$ cat config.mk
export PLATFORM = sky130hd
export DESIGN_NAME = tlc_timed_ctrl
export DESIGN_NICKNAME = d
export VERILOG_FILES = /design/src/rtl/tlc_pkg.sv /design/src/rtl/tlc_dwell_timer.sv /design/src/rtl/tlc_timed_ctrl.sv
export SDC_FILE = /design/constraint.sdc
export NUM_CORES = 1
export LEC_CHECK = 0
export CORE_MARGIN = 3
export CORE_UTILIZATION = 51
export CTS_CLUSTER_SIZE = 8
export DETAILED_ROUTE_END_ITERATION = 6
export PLACE_DENSITY = 0.76
export SLEW_MARGIN = 0
export SYNTH_ARGS = -nofsm -noshare
export SYNTH_HDL_FRONTEND = slang
export SYNTH_SLANG_ARGS = --single-unit
$ cat constraint.sdc
create_clock -name clk -period 2.85 [get_ports clk]
set_clock_uncertainty 0.2 [all_clocks]
set_input_delay 0.285 -clock clk [delete_from_list [all_inputs] [get_ports clk]]
set_output_delay 0.285 -clock clk [all_outputs]
set_load 0.02 [all_outputs]
$ cat src/rtl/tlc_pkg.sv
// Shared encodings and default timing for the timed traffic-light sequencer.
// Light/phase codes match the existing six-state cycle so downstream monitors decode unchanged.
package tlc_pkg;

    localparam logic [1:0] LIGHT_RED    = 2'b00;
    localparam logic [1:0] LIGHT_YELLOW = 2'b01;
    localparam logic [1:0] LIGHT_GREEN  = 2'b10;

    localparam logic [2:0] PH_HG  = 3'd0;
    localparam logic [2:0] PH_HY  = 3'd1;
    localparam logic [2:0] PH_AR1 = 3'd2;
    localparam logic [2:0] PH_CG  = 3'd3;
    localparam logic [2:0] PH_CY  = 3'd4;
    localparam logic [2:0] PH_AR2 = 3'd5;

    localparam int TLC_CW       = 8;
    localparam int TLC_T_HG_MIN = 8;
    localparam int TLC_T_YEL    = 3;
    localparam int TLC_T_AR     = 2;
    localparam int TLC_T_CG_MIN = 4;
    localparam int TLC_T_CG_MAX = 10;

    // Only HG/HY light the highway, so the two roads can never be non-red together.
    function automatic logic [1:0] hwy_light(input logic [2:0] ph);
        logic [1:0] l;
        case (ph)
            PH_HG:   l = LIGHT_GREEN;
            PH_HY:   l = LIGHT_YELLOW;
            default: l = LIGHT_RED;
        endcase
        return l;
    endfunction

    function automatic logic [1:0] cntry_light(input logic [2:0] ph);
        logic [1:0] l;
        case (ph)
            PH_CG:   l = LIGHT_GREEN;
            PH_CY:   l = LIGHT_YELLOW;
            default: l = LIGHT_RED;
        endcase
        return l;
    endfunction

endpackage

$ cat src/rtl/tlc_dwell_timer.sv
// Saturating dwell counter: clears on request, otherwise counts up and holds at all-ones.
module tlc_dwell_timer #(
    parameter int CW = 8
) (
    input  logic          clk,
    input  logic          reset,
    input  logic          clr,
    output logic [CW-1:0] count
);

    logic [CW-1:0] count_q;
    logic [CW-1:0] count_d;

    // next count: clear wins, then saturate, then increment
    always_comb begin
        count_d = count_q;
        if (clr) begin
            count_d = {CW{1'b0}};
        end else if (count_q == {CW{1'b1}}) begin
            count_d = count_q;
        end else begin
            count_d = count_q + CW'(1);
        end
    end

    // counter register
    always_ff @(posedge clk) begin
        if (reset) begin
            count_q <= {CW{1'b0}};
        end else begin
            count_q <= count_d;
        end
    end

    assign count = count_q;

endmodule

$ cat src/rtl/tlc_timed_ctrl.sv
// Timed highway/country traffic-light sequencer with car-sensor and pedestrian request latching.
// Phase FSM, request latches and light decode; dwell timing comes from tlc_dwell_timer.
module tlc_timed_ctrl
    import tlc_pkg::*;
#(
    parameter int CW       = TLC_CW,
    parameter int T_HG_MIN = TLC_T_HG_MIN,
    parameter int T_YEL    = TLC_T_YEL,
    parameter int T_AR     = TLC_T_AR,
    parameter int T_CG_MIN = TLC_T_CG_MIN,
    parameter int T_CG_MAX = TLC_T_CG_MAX
) (
    input  logic       clk,
    input  logic       reset,
    input  logic       car_sense,
    input  logic       ped_req,
    output logic [1:0] hwy,
    output logic [1:0] cntry,
    output logic       ped_walk,
    output logic       ped_pending,
    output logic [2:0] phase
);

    localparam logic [CW-1:0] HG_LAST  = CW'(T_HG_MIN - 1);
    localparam logic [CW-1:0] YEL_LAST = CW'(T_YEL - 1);
    localparam logic [CW-1:0] AR_LAST  = CW'(T_AR - 1);
    localparam logic [CW-1:0] CG_MIN_L = CW'(T_CG_MIN - 1);
    localparam logic [CW-1:0] CG_MAX_L = CW'(T_CG_MAX - 1);

    logic [2:0]    phase_q, phase_d;
    logic          car_q, car_d;
    logic          ped_q, ped_d;
    logic          walk_q, walk_d;
    logic [CW-1:0] tmr;
    logic          phase_chg;

    tlc_dwell_timer #(.CW(CW)) u_dwell (
        .clk   (clk),
        .reset (reset),
        .clr   (phase_chg),
        .count (tmr)
    );

    // phase transitions; unused codes 6/7 fall back to HG
    always_comb begin
        phase_d = phase_q;
        case (phase_q)
            PH_HG: begin
                if ((tmr >= HG_LAST) && (car_q || car_sense || ped_q || ped_req)) phase_d = PH_HY;
                else phase_d = PH_HG;
            end
            PH_HY: begin
                if (tmr == YEL_LAST) phase_d = PH_AR1;
                else phase_d = PH_HY;
            end
            PH_AR1: begin
                if (tmr == AR_LAST) phase_d = PH_CG;
                else phase_d = PH_AR1;
            end
            PH_CG: begin
                if (((tmr >= CG_MIN_L) && !car_sense) || (tmr == CG_MAX_L)) phase_d = PH_CY;
                else phase_d = PH_CG;
            end
            PH_CY: begin
                if (tmr == YEL_LAST) phase_d = PH_AR2;
                else phase_d = PH_CY;
            end
            PH_AR2: begin
                if (tmr == AR_LAST) phase_d = PH_HG;
                else phase_d = PH_AR2;
            end
            default: phase_d = PH_HG;
        endcase
    end

    assign phase_chg = (phase_d != phase_q);

    // request latches; a ped_req seen on CG entry is treated as served
    always_comb begin
        car_d  = car_q;
        ped_d  = ped_q;
        walk_d = walk_q;
        if ((phase_q == PH_HG) && (phase_d == PH_HY)) begin
            car_d = 1'b0;
        end else if ((phase_q == PH_HG) && car_sense) begin
            car_d = 1'b1;
        end else begin
            car_d = car_q;
        end
        if ((phase_q == PH_AR1) && (phase_d == PH_CG)) begin
            ped_d  = 1'b0;
            walk_d = ped_q;
        end else if ((phase_q == PH_CG) && (phase_d == PH_CY)) begin
            ped_d  = ped_q | ped_req;
            walk_d = 1'b0;
        end else begin
            ped_d  = ped_q | ped_req;
            walk_d = walk_q;
        end
    end

    // state registers
    always_ff @(posedge clk) begin
        if (reset) begin
            phase_q <= PH_HG;
            car_q   <= 1'b0;
            ped_q   <= 1'b0;
            walk_q  <= 1'b0;
        end else begin
            phase_q <= phase_d;
            car_q   <= car_d;
            ped_q   <= ped_d;
            walk_q  <= walk_d;
        end
    end

    assign hwy         = hwy_light(phase_q);
    assign cntry       = cntry_light(phase_q);
    assign ped_walk    = (phase_q == PH_CG) && walk_q;
    assign ped_pending = ped_q;
    assign phase       = phase_q;

endmodule

Word-level counts from Yosys, hierarchy flattened:

Index checks and enable logic that the tools add are counted.

* register bits after elaboration: 14
* bits in latches: 0
* RAM bits: 0
* bits in read-only memories: 0
* input port bits: 4
* output and inout port bits: 9
* memories kept: 0

* add/sub/neg operators: 1
* $mul: 0
* div/mod/pow operators: 0
* order comparisons: 2
* equality and inequality tests: 13
* shifts and indexed selects: 0
* mux-type cells: 11
* bitwise logic cells: 1
* reduce and logical (&&, ||, !) cells: 17

Operators with widths (number)
* case mux 3 bit (6 select lines): 1
* == test 3 x 2 -> 1 bit, second input constant: 3
* == test 3 bit, second input constant: 3
* adder 8 x 1 -> 8 bit, second input constant: 1
* == test 8 x 1 -> 1 bit, second input constant: 1
* == test 8 x 2 -> 1 bit, second input constant: 1
* == test 8 x 4 -> 1 bit, second input constant: 1
* == test 8 bit, second input constant: 1
* >= comparator 8 x 2 -> 1 bit, second input constant: 1
* >= comparator 8 x 3 -> 1 bit, second input constant: 1
* case mux 2 bit (2 select lines): 2
* logical AND 1 bit: 7
* == test 3 x 1 -> 1 bit, second input constant: 2
* two-way mux 3 bit: 2
* OR reduction 2 bit: 3
* two-way mux 1 bit: 5
* logical OR 1 bit: 4
* logical NOT 3 bit: 1
* inequality test 3 bit: 1
* two-way mux 2 bit: 1
* nonzero test 2 bit: 1
* logical NOT 1 bit: 1
* OR 1 bit: 1

Logic depth before layout (Yosys ltp):

Gate-level depths: netlist of the first run.

* depth in word-level cells: 10
* gate-level depth with buffers: 7

Modules after synthesis:

A second synthesis of the first run with hierarchy kept.

* cells, all modules: 100
* area, all modules: 899.6 sq um

Modules (own cells, without submodules)
* tlc_timed_ctrl: instances 1, cells each 56, area an instance 493.0 sq um, sequential area each 120.1 sq um
* tlc_dwell_timer: instances 1, cells each 44, area an instance 406.6 sq um, sequential area each 160.2 sq um

Least setup slack after synthesis of the first run:

No wires, ideal clock.

* kind: register -> register
* start point: register phase_q[1], in the netlist phase[1]
* end point: register u_dwell.count_q[6], in the netlist u_dwell.count[6]
* setup time: 126 ps
* data arrival time: 2079 ps
* slack: 445 ps
* cell stages (with the launch flop): 6
* period minus slack after synthesis: 2405 ps
* path through: dfxtp_1 clkbuf_1 nor3b_1 o211ai_1 a22oi_4 nor3_2

* word-level cells in the longest chain between the ends: 4
* elaborated cells on any way between the ends: 9
* those cells by class: eq/ne (6); mux (1); reduce/logical (2)

Ends and longest elaborated chain
* start, declared: RTL line tlc_timed_ctrl.sv:30 `logic [2:0] phase_q, phase_d;`
* start signal, assigned: RTL line tlc_timed_ctrl.sv:110 `phase_q <= phase_d;`
* == test 3 bit (tied with other cells): RTL line tlc_timed_ctrl.sv:47 `case (phase_q)`
* case mux 3 bit (6 select lines): RTL line tlc_timed_ctrl.sv:47
* inequality test 3 bit *: RTL line tlc_timed_ctrl.sv:76 `assign phase_chg = (phase_d != phase_q);`
* OR reduction 2 bit (no line) *
* end signal, assigned: RTL line tlc_dwell_timer.sv:29 `count_q <= {CW{1'b0}};`
* end signal, assigned: RTL line tlc_dwell_timer.sv:31 `count_q <= count_d;`
* end, declared: RTL line tlc_dwell_timer.sv:11 `logic [CW-1:0] count_q;`

Every way passes the cells marked *; elsewhere a longest branch is shown, timed or not.
A chain may end at the register's enable or synchronous reset.

Final worst setup path of the first run:

* start point: register phase_q[0], in the netlist phase[0]
* end point: output ped_walk

* word-level cells in the longest chain between the ends: 2

Ends and longest elaborated chain
* == test 3 x 2 -> 1 bit: RTL line tlc_timed_ctrl.sv:119 `assign ped_walk = (phase_q == PH_CG) && walk_q;`
* logical AND 1 bit: RTL line tlc_timed_ctrl.sv:119
* end, declared: RTL line tlc_timed_ctrl.sv:19 `output logic ped_walk,`

No other way between the ends.

==> results.toml, run 1 <==
[pwr]
p_leak_nw = 0.357
post_layout_total_power_w = 0.000411
power_density_mw_per_mm2 = 415
worst_ir_drop_vdd_uv = 347

[final_layout]
areaGrowthSynthToFinish_pct = 18.9
regArea_um2 = 280
drive_gt1_frac = 0.109
filler_cell_count = 116
antenna-diode-count = 0
final_cell_area_um2 = 990
final_nets = 118
multi_input_area_um2 = 523

[die]
die_h_um = 46.4
die_span_x_um = 46.4
start_util = 0.588
std_cell_rows = 13
ios = 13
placeableCoreArea_mm2 = 0.00142
die-area_mm2 = 0.00215

[setup_path]
path_max_fanout = 9
timing.critical_path.arrival_ns = 2.15
timing.reg2reg.setup_slack_ns = 0.62
worstSetupPathType = "reg -> out"
critical_path.endpoint_type = "output port"
timing.critical_path.from_type = "flop"
timing.critical_path.required_ns = 2.37

[global_route]
grt_pass1_wl_um = 2820
antenna_found_initial = 0
grt.overflow.total = 0
groute.usage.overall = 0.187
grt_pass1_vias = 659
grt_max_degree = 14

[logic_synthesis]
count_of_warnings_emitted_by_yosys = 0
netlist_instances = 98
synth_seq_area_share = 0.337
syn_area_per_cell_um2 = 8.49
synth_async_sr_flop_share = 0
synth_seq_cells = 14
yosys_most_used_dff = "sky130_fd_sc_hd__dfxtp_1"
synth_fp_nets = 105
synthesis.area_um2 = 832
edff_count_synth = 0
ys_types = 36

[sta]
grt_setup_unrepaired = "no"
fmax_mhz = 380
tightest_slew_ns = 0.518
hold_ws_ns = 0.320
maxSlewViolCount = 0
setup_total_negative_slack_ns = 0
worst_slack_ns = 0.217
timing.final.crit_period_ns = 2.63
report.final.hold_viol_count = 0
timing.final.setup_violations = 0
ratio_of_final_minimum_period_to_clock_period = 0.924
max-slew-margin-rel = 0.654

[cts]
cts.sink_count = 14
clkLatencyLatePin_ns = 0.28
htree_levels = 1
clockBufferDepth = 2
tritoncts.num_buffers = 3
clk_pin_slew_ns = 0.08
clk_root_buffer_cell = "sky130_fd_sc_hd__clkbuf_4"
holdBufCountCts = 0
cts.repair_timing.setup_buffer_count = 0
cts.repair.resized = 0
clock_tree_from_tritoncts = "done"

[routing]
route.final.wire_length_um = 1670
drt.antenna.violating_nets = 0
drc = 0
vias = 774
routed_via_density = 6.19
routed_wire_length_per_instance_um = 13.4
detailedRoute.firstIterationViolations = 22
drtPass1Iterations = 4

[placed_design]
place_area_um2 = 953
place_hpwl_um = 1270
portBuffers = 12
dpl_worst_slack_ns = 0.525
gpl.final_weighted_congestion = 0.802

[outcome]
status = "finished clean"

[hold_path]
hold_path.class = "reg -> reg"

[job]
max_cap_violations = 0
==> final timing paths <==
path,start,to,cells after the start
max,phase[0]$_SDFF_PP0_,ped_walk,4
min reg2reg,car_q$_SDFFE_PP0P_,car_q$_SDFFE_PP0P_,2
min,car_q$_SDFFE_PP0P_,car_q$_SDFFE_PP0P_,2
max reg2reg,u_dwell.count[6]$_SDFFE_PP0P_,u_dwell.count[4]$_SDFFE_PP0P_,5
==> power by group <==
| part | switching [W] | internal (W) |
|---|---|---|
| Clock | 0.0000621 | 0.0000778 |
| Combinational | 0.0000310 | 0.0000263 |
| Sequential | 0.00000981 | 0.000204 |
==> cell type report <==
class,instances,share of cell area
Sequential cell,14,0.283
Clock buffer,4,0.0367
Inverter,3,0.0114
Multi-Input combinational cell,77,0.528
Tap cell,15,0.0190
Timing Repair Buffer,12,0.121
==> worst max-delay path: stages (launching register included) <==
cell	delay [ns]
sky130_fd_sc_hd__dfxtp_1	0.49
sky130_fd_sc_hd__inv_1	0.12
sky130_fd_sc_hd__nor3b_1	0.46
sky130_fd_sc_hd__and2_1	0.20
sky130_fd_sc_hd__clkdlybuf4s50_1	0.60
==> cells in the final DEF, fill, tap and decap left out, drive strengths merged, types with 6 or more instances in the layout <==
cell type,n
dfxtp,14
clkdlybuf4s50,12
nor2,11
nor3,7
a21oi,6
nand2,6
==> synthesized netlist by cell type, types with 4 or more instances <==
library cell / instances / area (um2)
sky130_fd_sc_hd__nand2b_1: 4 / 25.0
sky130_fd_sc_hd__nor3_1: 4 / 20.0
sky130_fd_sc_hd__dfxtp_1: 14 / 280
sky130_fd_sc_hd__a31oi_1: 4 / 25.0
sky130_fd_sc_hd__nand2_1: 6 / 22.5
sky130_fd_sc_hd__a21oi_1: 6 / 30.0
sky130_fd_sc_hd__nor2_1: 11 / 41.3
sky130_fd_sc_hd__o21ai_0: 4 / 20.0
==> routing by layer <==
metal,vias up,track usage,routed length (um)
met5,-,0,0
met4,0,0.0511,13
met3,2,0.0703,122
met2,29,0.266,754
met1,359,0.259,784
li1,384,-,-
==> sequential cells by signal (all words and copies together), names as in the netlist <==
signal / count
car_q: 1
u_dwell.count: 8
walk_q: 1
phase: 3
ped_pending: 1
==> per-stage QoR <==
| step | instances | util |
|---|---|---|
| 6_report | 125 | 0.699 |
| 5_1_grt | 125 | 0.699 |
| 4_1_cts | 125 | 0.699 |
| 3_5_place_dp | 121 | 0.674 |
| 3_3_place_gp | 121 | 0.674 |
| 2_1_floorplan | 98 | - |
==> cell families after synthesis <==
logic type               synth area share
AND/OR/NAND/NOR                     0.338
adder cells (fa/ha/maj)            0.0451
AO/OA/AOI/OAI                       0.189
multiplexers                       0.0135
flip-flops                          0.337
buffers and inverters              0.0346
XOR/XNOR                           0.0421
Note: power is estimated with default switching activity, not from simulation.
==> inputs of run 2 (changes only) <==
--- a/config.mk
+++ b/config.mk
@@ -5,12 +5,14 @@
 export SDC_FILE = /design/constraint.sdc
 export NUM_CORES = 1
 export LEC_CHECK = 0
+export CAP_MARGIN = 20
 export CORE_MARGIN = 3
-export CORE_UTILIZATION = 51
+export CORE_UTILIZATION = 52
 export CTS_CLUSTER_SIZE = 8
 export DETAILED_ROUTE_END_ITERATION = 6
-export PLACE_DENSITY = 0.76
+export PLACE_DENSITY = 0.77
 export SLEW_MARGIN = 0
 export SYNTH_ARGS = -nofsm -noshare
 export SYNTH_HDL_FRONTEND = slang
+export SYNTH_HIERARCHICAL = 1
 export SYNTH_SLANG_ARGS = --single-unit
==> run 2 against run 1 <==
  * Fmax grew 4.8%
  * Critical path depth is 3 higher
  * Utilization is 2.0 points lower
  * Combinational power rose to 4.8 times the previous value
==> results.toml, run 2 <==
[setup_path]
crit-reg2reg-launch = "u_dwell/count[5]$_SDFFE_PP0P_"
critical_path.endpoint_type = "flop"
timing.critical_path.from_type = "flop"
timing.critical_path.arrival_ns = 2.53
worstSetupStartpoint = "u_dwell/count[5]$_SDFFE_PP0P_"
path_max_fanout = 9
timing.critical_path.required_ns = 2.87
setup.worst_path.end = "u_dwell/count[3]$_SDFFE_PP0P_"
worstSetupPathType = "reg -> reg"
rr_worst_depth = 7
timing.reg2reg.setup_slack_ns = 0.34
worst_r2r_endpoint = "u_dwell/count[3]$_SDFFE_PP0P_"

[die]
start_util = 0.577
std_cell_rows = 14
die_h_um = 47.6
die_span_x_um = 47.6
die-area_mm2 = 0.00227
ios = 13
placeableCoreArea_mm2 = 0.00156

[cts]
clock_tree_from_tritoncts = "done"
clk_pin_slew_ns = 0.09
cts.repair.resized = 0
cts.repair_timing.setup_buffer_count = 0
clkLatencyLatePin_ns = 0.29
clockBufferDepth = 2
tritoncts.num_buffers = 3
htree_levels = 1
cts.sink_count = 14
clk_root_buffer_cell = "sky130_fd_sc_hd__clkbuf_4"
holdBufCountCts = 0

[logic_synthesis]
synth_seq_cells = 14
edff_count_synth = 0
synth_async_sr_flop_share = 0
synth_xor_area_frac = 0
yosysMostFrequentCell = "sky130_fd_sc_hd__dfxtp_1"
synth_compound_area_frac = 0.245
synth_fp_nets = 105
yosys-top-cells-count = "sky130_fd_sc_hd__dfxtp_1 (14), sky130_fd_sc_hd__a21oi_1 (8), sky130_fd_sc_hd__a31oi_1 (6), sky130_fd_sc_hd__nand3_1 (6)"
synth_simple_gate_area_frac = 0.364
netlist_instances = 100
synth_seq_area_share = 0.312
count_of_warnings_emitted_by_yosys = 6
syn_area_per_cell_um2 = 9.00
synth.top_cells.by_area = "sky130_fd_sc_hd__dfxtp_1 (31%), sky130_fd_sc_hd__a21oi_1 (4.5%), sky130_fd_sc_hd__a31oi_1 (4.2%)"
synth_largest_area_cell = "sky130_fd_sc_hd__dfxtp_1"
synthesis.area_um2 = 900
synthDominantCellAreaShare = 0.312
dominant_combinational_cell_family_by_area_after_synthesis = "simple AND/OR/NAND/NOR gates"
synthAdderAreaFrac = 0.0139
muxShareOfSynthArea = 0.0223
yosys_most_used_dff = "sky130_fd_sc_hd__dfxtp_1"
ys_types = 45

[routing]
detailedRoute.firstIterationViolations = 35
route.final.wire_length_um = 2160
routed_wire_length_per_instance_um = 16.6
routed_via_density = 6.69
vias = 870
drc = 0
drtPass1Iterations = 4
drt.antenna.violating_nets = 0

[sta]
timing.final.setup_violations = 0
report.final.hold_viol_count = 0
setup_total_negative_slack_ns = 0
ratio_of_final_minimum_period_to_clock_period = 0.882
hold_ws_ns = 0.328
fmax_mhz = 398
maxSlewViolCount = 0
timing.final.crit_period_ns = 2.51
max-slew-margin-rel = 0.642
tightest_slew_ns = 0.532
grt_setup_unrepaired = "no"

[pwr]
p_leak_nw = 0.394
worst_ir_drop_vdd_uv = 489
power_density_mw_per_mm2 = 642

[global_route]
antenna_found_initial = 0
grt_pass1_vias = 741
groute.usage.overall = 0.224
grt.overflow.total = 0
grt_max_degree = 16
grt_pass1_wl_um = 3440

[placed_design]
place_hpwl_um = 1590
portBuffers = 12
gpl.final_weighted_congestion = 0.840

[hold_path]
hold_path.class = "reg -> reg"
timing.hold.worst.start = "car_q$_SDFFE_PP0P_"

[outcome]
status = "finished clean"

[final_layout]
areaGrowthSynthToFinish_pct = 17.8
largest_reg_flops = 8
layout.cells.most_common = "sky130_fd_sc_hd__dfxtp_1"
final_nets = 120
antenna-diode-count = 0
mostFrequentLayoutCells = "sky130_fd_sc_hd__dfxtp_1 (14), sky130_fd_sc_hd__clkdlybuf4s50_1 (12), sky130_fd_sc_hd__a21oi_1 (8), sky130_fd_sc_hd__a31oi_1 (6), sky130_fd_sc_hd__nand3_1 (6)"
drive_gt1_frac = 0.158

[job]
max_cap_violations = 0
run 2: cell types whose count changed after synthesis, moves of 3 or more:
cell                       before  now
sky130_fd_sc_hd__a211oi_1       3    0
sky130_fd_sc_hd__nand2_1        6    1
sky130_fd_sc_hd__nand2b_1       4    0
sky130_fd_sc_hd__nand3_1        3    6
sky130_fd_sc_hd__nor2_1        11    5
sky130_fd_sc_hd__nor2b_1        0    3
sky130_fd_sc_hd__nor3b_1        2    5
sky130_fd_sc_hd__xor2_1         3    0
run 2: how the worst min path moves through the flow:
| stage | to | slack, ns | cells after the start |
|---|---|---|---|
| floorplan | phase[0]$_SDFF_PP0_ | 0.15 | 1 |
| global placement | car_q$_SDFFE_PP0P_ | 0.30 | 2 |
| detailed placement | car_q$_SDFFE_PP0P_ | 0.31 | 2 |
| CTS | car_q$_SDFFE_PP0P_ | 0.32 | 2 |
| global route | ped_pending$_SDFF_PP0_ | 0.35 | 2 |
| finish | car_q$_SDFFE_PP0P_ | 0.33 | 2 |
run 2: final cells by class:
| cell class | instances | area [um2] |
|---|---|---|
| inverters | 2 | 7.51 |
| repair buffers | 14 | 135 |
| multi-input cells | 80 | 581 |
| well taps | 16 | 20.0 |
| fillers | 135 | 499 |
| flip-flops and latches | 14 | 280 |
| clock buffers | 4 | 36.3 |
run 2: routing by layer:
metal / global-route usage / vias up / wire [um]
met1: 0.307 / 410 / 1040
met5: 0 / - / 0
li1: - / 424 / -
met4: 0.108 / 0 / 25
met3: 0.0677 / 4 / 133
met2: 0.318 / 32 / 967
run 2: cell families (layout without fill, tap and decap cells):
logic type | after synthesis | in the layout
AO/OA/AOI/OAI | 29 | 29
adder cells (fa/ha/maj) | 1 | 1
buffers and inverters | 6 | 20
flip-flops | 14 | 14
multiplexers | 2 | 2
AND/OR/NAND/NOR | 48 | 48
run 2: stage by stage:
stage / std cells / area, um2 / util / setup slack [ns] / power (W)
after global routing: 130 / 1060 / 0.680 / 0.196 / 0.000729
after global placement: 126 / 1020 / 0.657 / 0.310 / 0.000532
after detailed placement: 126 / 1020 / 0.657 / 0.257 / 0.000540
final: 130 / 1060 / 0.680 / 0.337 / 0.000681
after CTS: 130 / 1060 / 0.680 / 0.399 / 0.000685
after floorplan: 100 / 900 / - / 0.565 / 0.000436
run 2: critical path, stage by stage (launching register included):
cell,delay (ns)
sky130_fd_sc_hd__dfxtp_1,0.40
sky130_fd_sc_hd__or4_4,0.61
sky130_fd_sc_hd__o311ai_4,0.30
sky130_fd_sc_hd__o311a_1,0.24
sky130_fd_sc_hd__mux2i_1,0.09
sky130_fd_sc_hd__nor2_1,0.25
sky130_fd_sc_hd__o21ai_0,0.16
sky130_fd_sc_hd__a31oi_1,0.18
run 2: power breakdown:
part	internal (W)	switching, W	total (W)
sequential	0.000221	0.0000421	0.000263
clock	0.0000779	0.0000652	0.000143
combinational	0.000130	0.000144	0.000274
total	0.000429	0.000252	0.000681
==> inputs of run 3 (changes only) <==
--- a/config.mk
+++ b/config.mk
@@ -10,6 +10,7 @@
 export CORE_UTILIZATION = 52
 export CTS_CLUSTER_SIZE = 8
 export DETAILED_ROUTE_END_ITERATION = 6
+export MAX_ROUTING_LAYER = met4
 export PLACE_DENSITY = 0.77
 export SLEW_MARGIN = 0
 export SYNTH_ARGS = -nofsm -noshare
==> run 3 against run 2 <==
  * Final area unchanged
  * Flip-flop and latch count stayed put
  * Sequential share of layout area unchanged
  * Non-clock buffer count unchanged
  * Power shrank 1.2%
  * Count of clock-buffer cells in the layout unchanged
  * Critical path depth decreased by 1
  * Setup slack improved by 0.052 ns
  * Critical path type unchanged
  * Critical endpoint is now u_dwell/count[7]$_SDFFE_PP0P_
==> results.toml, run 3 (synthesized netlist as in run 2, its figures left out) <==
[outcome]
status = "finished clean"

[setup_path]
cpMaxStageDelayCell = "sky130_fd_sc_hd__or4_4"
timing.critical_path.arrival_ns = 2.46
path_max_fanout = 10
critPathTopFamily = "simple AND/OR/NAND/NOR gates"
worstSetupPathType = "reg -> reg"
cp_cell_sequence = "or4_4, o311ai_4, o311a_1, mux2i_1, or2_1, nor3b_1"
worst_path_largest_cell_delay_ns = 0.60
timing.reg2reg.setup_slack_ns = 0.39
critical_path.endpoint_type = "flop"
timing.critical_path.from_type = "flop"
rr_worst_depth = 6
cp.buffers_inverters = 0
crit-reg2reg-launch = "u_dwell/count[4]$_SDFFE_PP0P_"
worst_r2r_endpoint = "u_dwell/count[7]$_SDFFE_PP0P_"
timing.critical_path.required_ns = 2.85

[global_route]
groute.usage.overall = 0.213
gr-usage-met1 = 0.281
antenna_found_initial = 0
grt.overflow.total = 0
grt.met3_usage = 0.0677
grt_max_degree = 16
met2_usage = 0.310
grt_pass1_wl_um = 3280
grt_pass1_vias = 739
grt-busiest-layer = "met2"

[pwr]
p_leak_nw = 0.394
power_density_mw_per_mm2 = 634
worst_ir_drop_vdd_uv = 437

[final_layout]
largest_reg_flops = 8
final_cell_area_mm2 = 0.00106
mostFrequentLayoutCells = "sky130_fd_sc_hd__dfxtp_1 (14), sky130_fd_sc_hd__clkdlybuf4s50_1 (12), sky130_fd_sc_hd__a21oi_1 (8), sky130_fd_sc_hd__a31oi_1 (6), sky130_fd_sc_hd__nand3_1 (6)"
filler_cell_count = 136
final_nets = 120
areaGrowthSynthToFinish_pct = 17.8
layout.cells.most_common = "sky130_fd_sc_hd__dfxtp_1"
drive_gt1_frac = 0.158
antenna-diode-count = 0

[routing]
detailedRoute.firstIterationViolations = 22
vias = 868
drtPass1Iterations = 4
route.final.wire_length_um = 2090
routed_via_density = 6.68
drt.antenna.violating_nets = 0
routed_wire_length_per_instance_um = 16.1
drc = 0

[sta]
timing.final.crit_period_ns = 2.46
tightest_slew_ns = 0.535
grt_setup_unrepaired = "no"
timing.final.setup_violations = 0
setup_total_negative_slack_ns = 0
hold_ws_ns = 0.330
ratio_of_final_minimum_period_to_clock_period = 0.863
max-slew-margin-rel = 0.643
fmax_mhz = 406
report.final.hold_viol_count = 0
maxSlewViolCount = 0

[placed_design]
place_area_mm2 = 0.00102
portBuffers = 12
place_hpwl_um = 1510
gpl.final_weighted_congestion = 0.827

[cts]
cts.sink_count = 14
htree_levels = 1
holdBufCountCts = 0
clk_root_buffer_cell = "sky130_fd_sc_hd__clkbuf_4"
cts.repair_timing.setup_buffer_count = 0
clkLatencyLatePin_ns = 0.28
clk_pin_slew_ns = 0.08
tritoncts.num_buffers = 3
cts.repair.resized = 0
clockBufferDepth = 2
clock_tree_from_tritoncts = "done"

[die]
std_cell_rows = 14
die_span_x_um = 47.6
start_util = 0.577
die_h_um = 47.6
placeableCoreArea_mm2 = 0.00156
die-area_mm2 = 0.00227
ios = 13

[hold_path]
hold_path.class = "reg -> reg"
whs_path_depth = 2
timing.hold.worst.start = "ped_pending$_SDFF_PP0_"
hold_path_end = "ped_pending$_SDFF_PP0_"

[job]
max_cap_violations = 0
## run 3: how the worst max path moves through the flow
stage	to	slack (ns)	start	depth (start not counted)
after CTS	u_dwell/count[7]$_SDFFE_PP0P_	0.38	u_dwell/count[4]$_SDFFE_PP0P_	6
after floorplan	u_dwell/count[7]$_SDFFE_PP0P_	0.56	phase[2]$_SDFF_PP0_	7
final	u_dwell/count[7]$_SDFFE_PP0P_	0.39	u_dwell/count[4]$_SDFFE_PP0P_	6
after detailed placement	u_dwell/count[7]$_SDFFE_PP0P_	0.23	car_sense	7
after global placement	u_dwell/count[7]$_SDFFE_PP0P_	0.31	car_sense	7
after global routing	u_dwell/count[0]$_SDFFE_PP0P_	0.22	u_dwell/count[5]$_SDFFE_PP0P_	6
## run 3: area by class of cell
type	instances	area (um2)	share of cell area
Sequential cell	14	280	0.264
Inverter	2	7.51	0.00708
Tap cell	16	20.0	0.0189
Multi-Input combinational cell	80	581	0.548
Timing Repair Buffer	14	135	0.128
Clock buffer	4	36.3	0.0342
## run 3: per-stage QoR
step / util / std cells / total power [W] / setup slack, ns
6_report: 0.680 / 130 / 0.000672 / 0.389
5_1_grt: 0.680 / 130 / 0.000719 / 0.218
4_1_cts: 0.680 / 130 / 0.000676 / 0.381
3_5_place_dp: 0.657 / 126 / 0.000535 / 0.229
3_3_place_gp: 0.657 / 126 / 0.000530 / 0.310
2_1_floorplan: - / 100 / 0.000436 / 0.565
## run 3: layer usage
layer  vias to the layer above  wire [um]
met5                         -          0
met4                         0         12
met3                         2        142
met2                        31        937
met1                       412        995
li1                        423          -
## run 3: power breakdown
| group | switching, W | leakage, nW | total (W) | internal (W) |
|---|---|---|---|---|
| Sequential | 0.0000400 | 0.114 | 0.000261 | 0.000221 |
| Combinational | 0.000142 | 0.259 | 0.000272 | 0.000130 |
| Clock | 0.0000616 | 0.0210 | 0.000139 | 0.0000777 |
| Total | 0.000243 | 0.394 | 0.000672 | 0.000429 |
## run 3: worst reg2reg max path: cells and delay by family, from the launching register on
kind,cells,cell delay [ns]
AND/OR/NAND/NOR,3,1.15
AO/OA/AOI/OAI,2,0.53
flip-flops,1,0.41
multiplexers,1,0.09
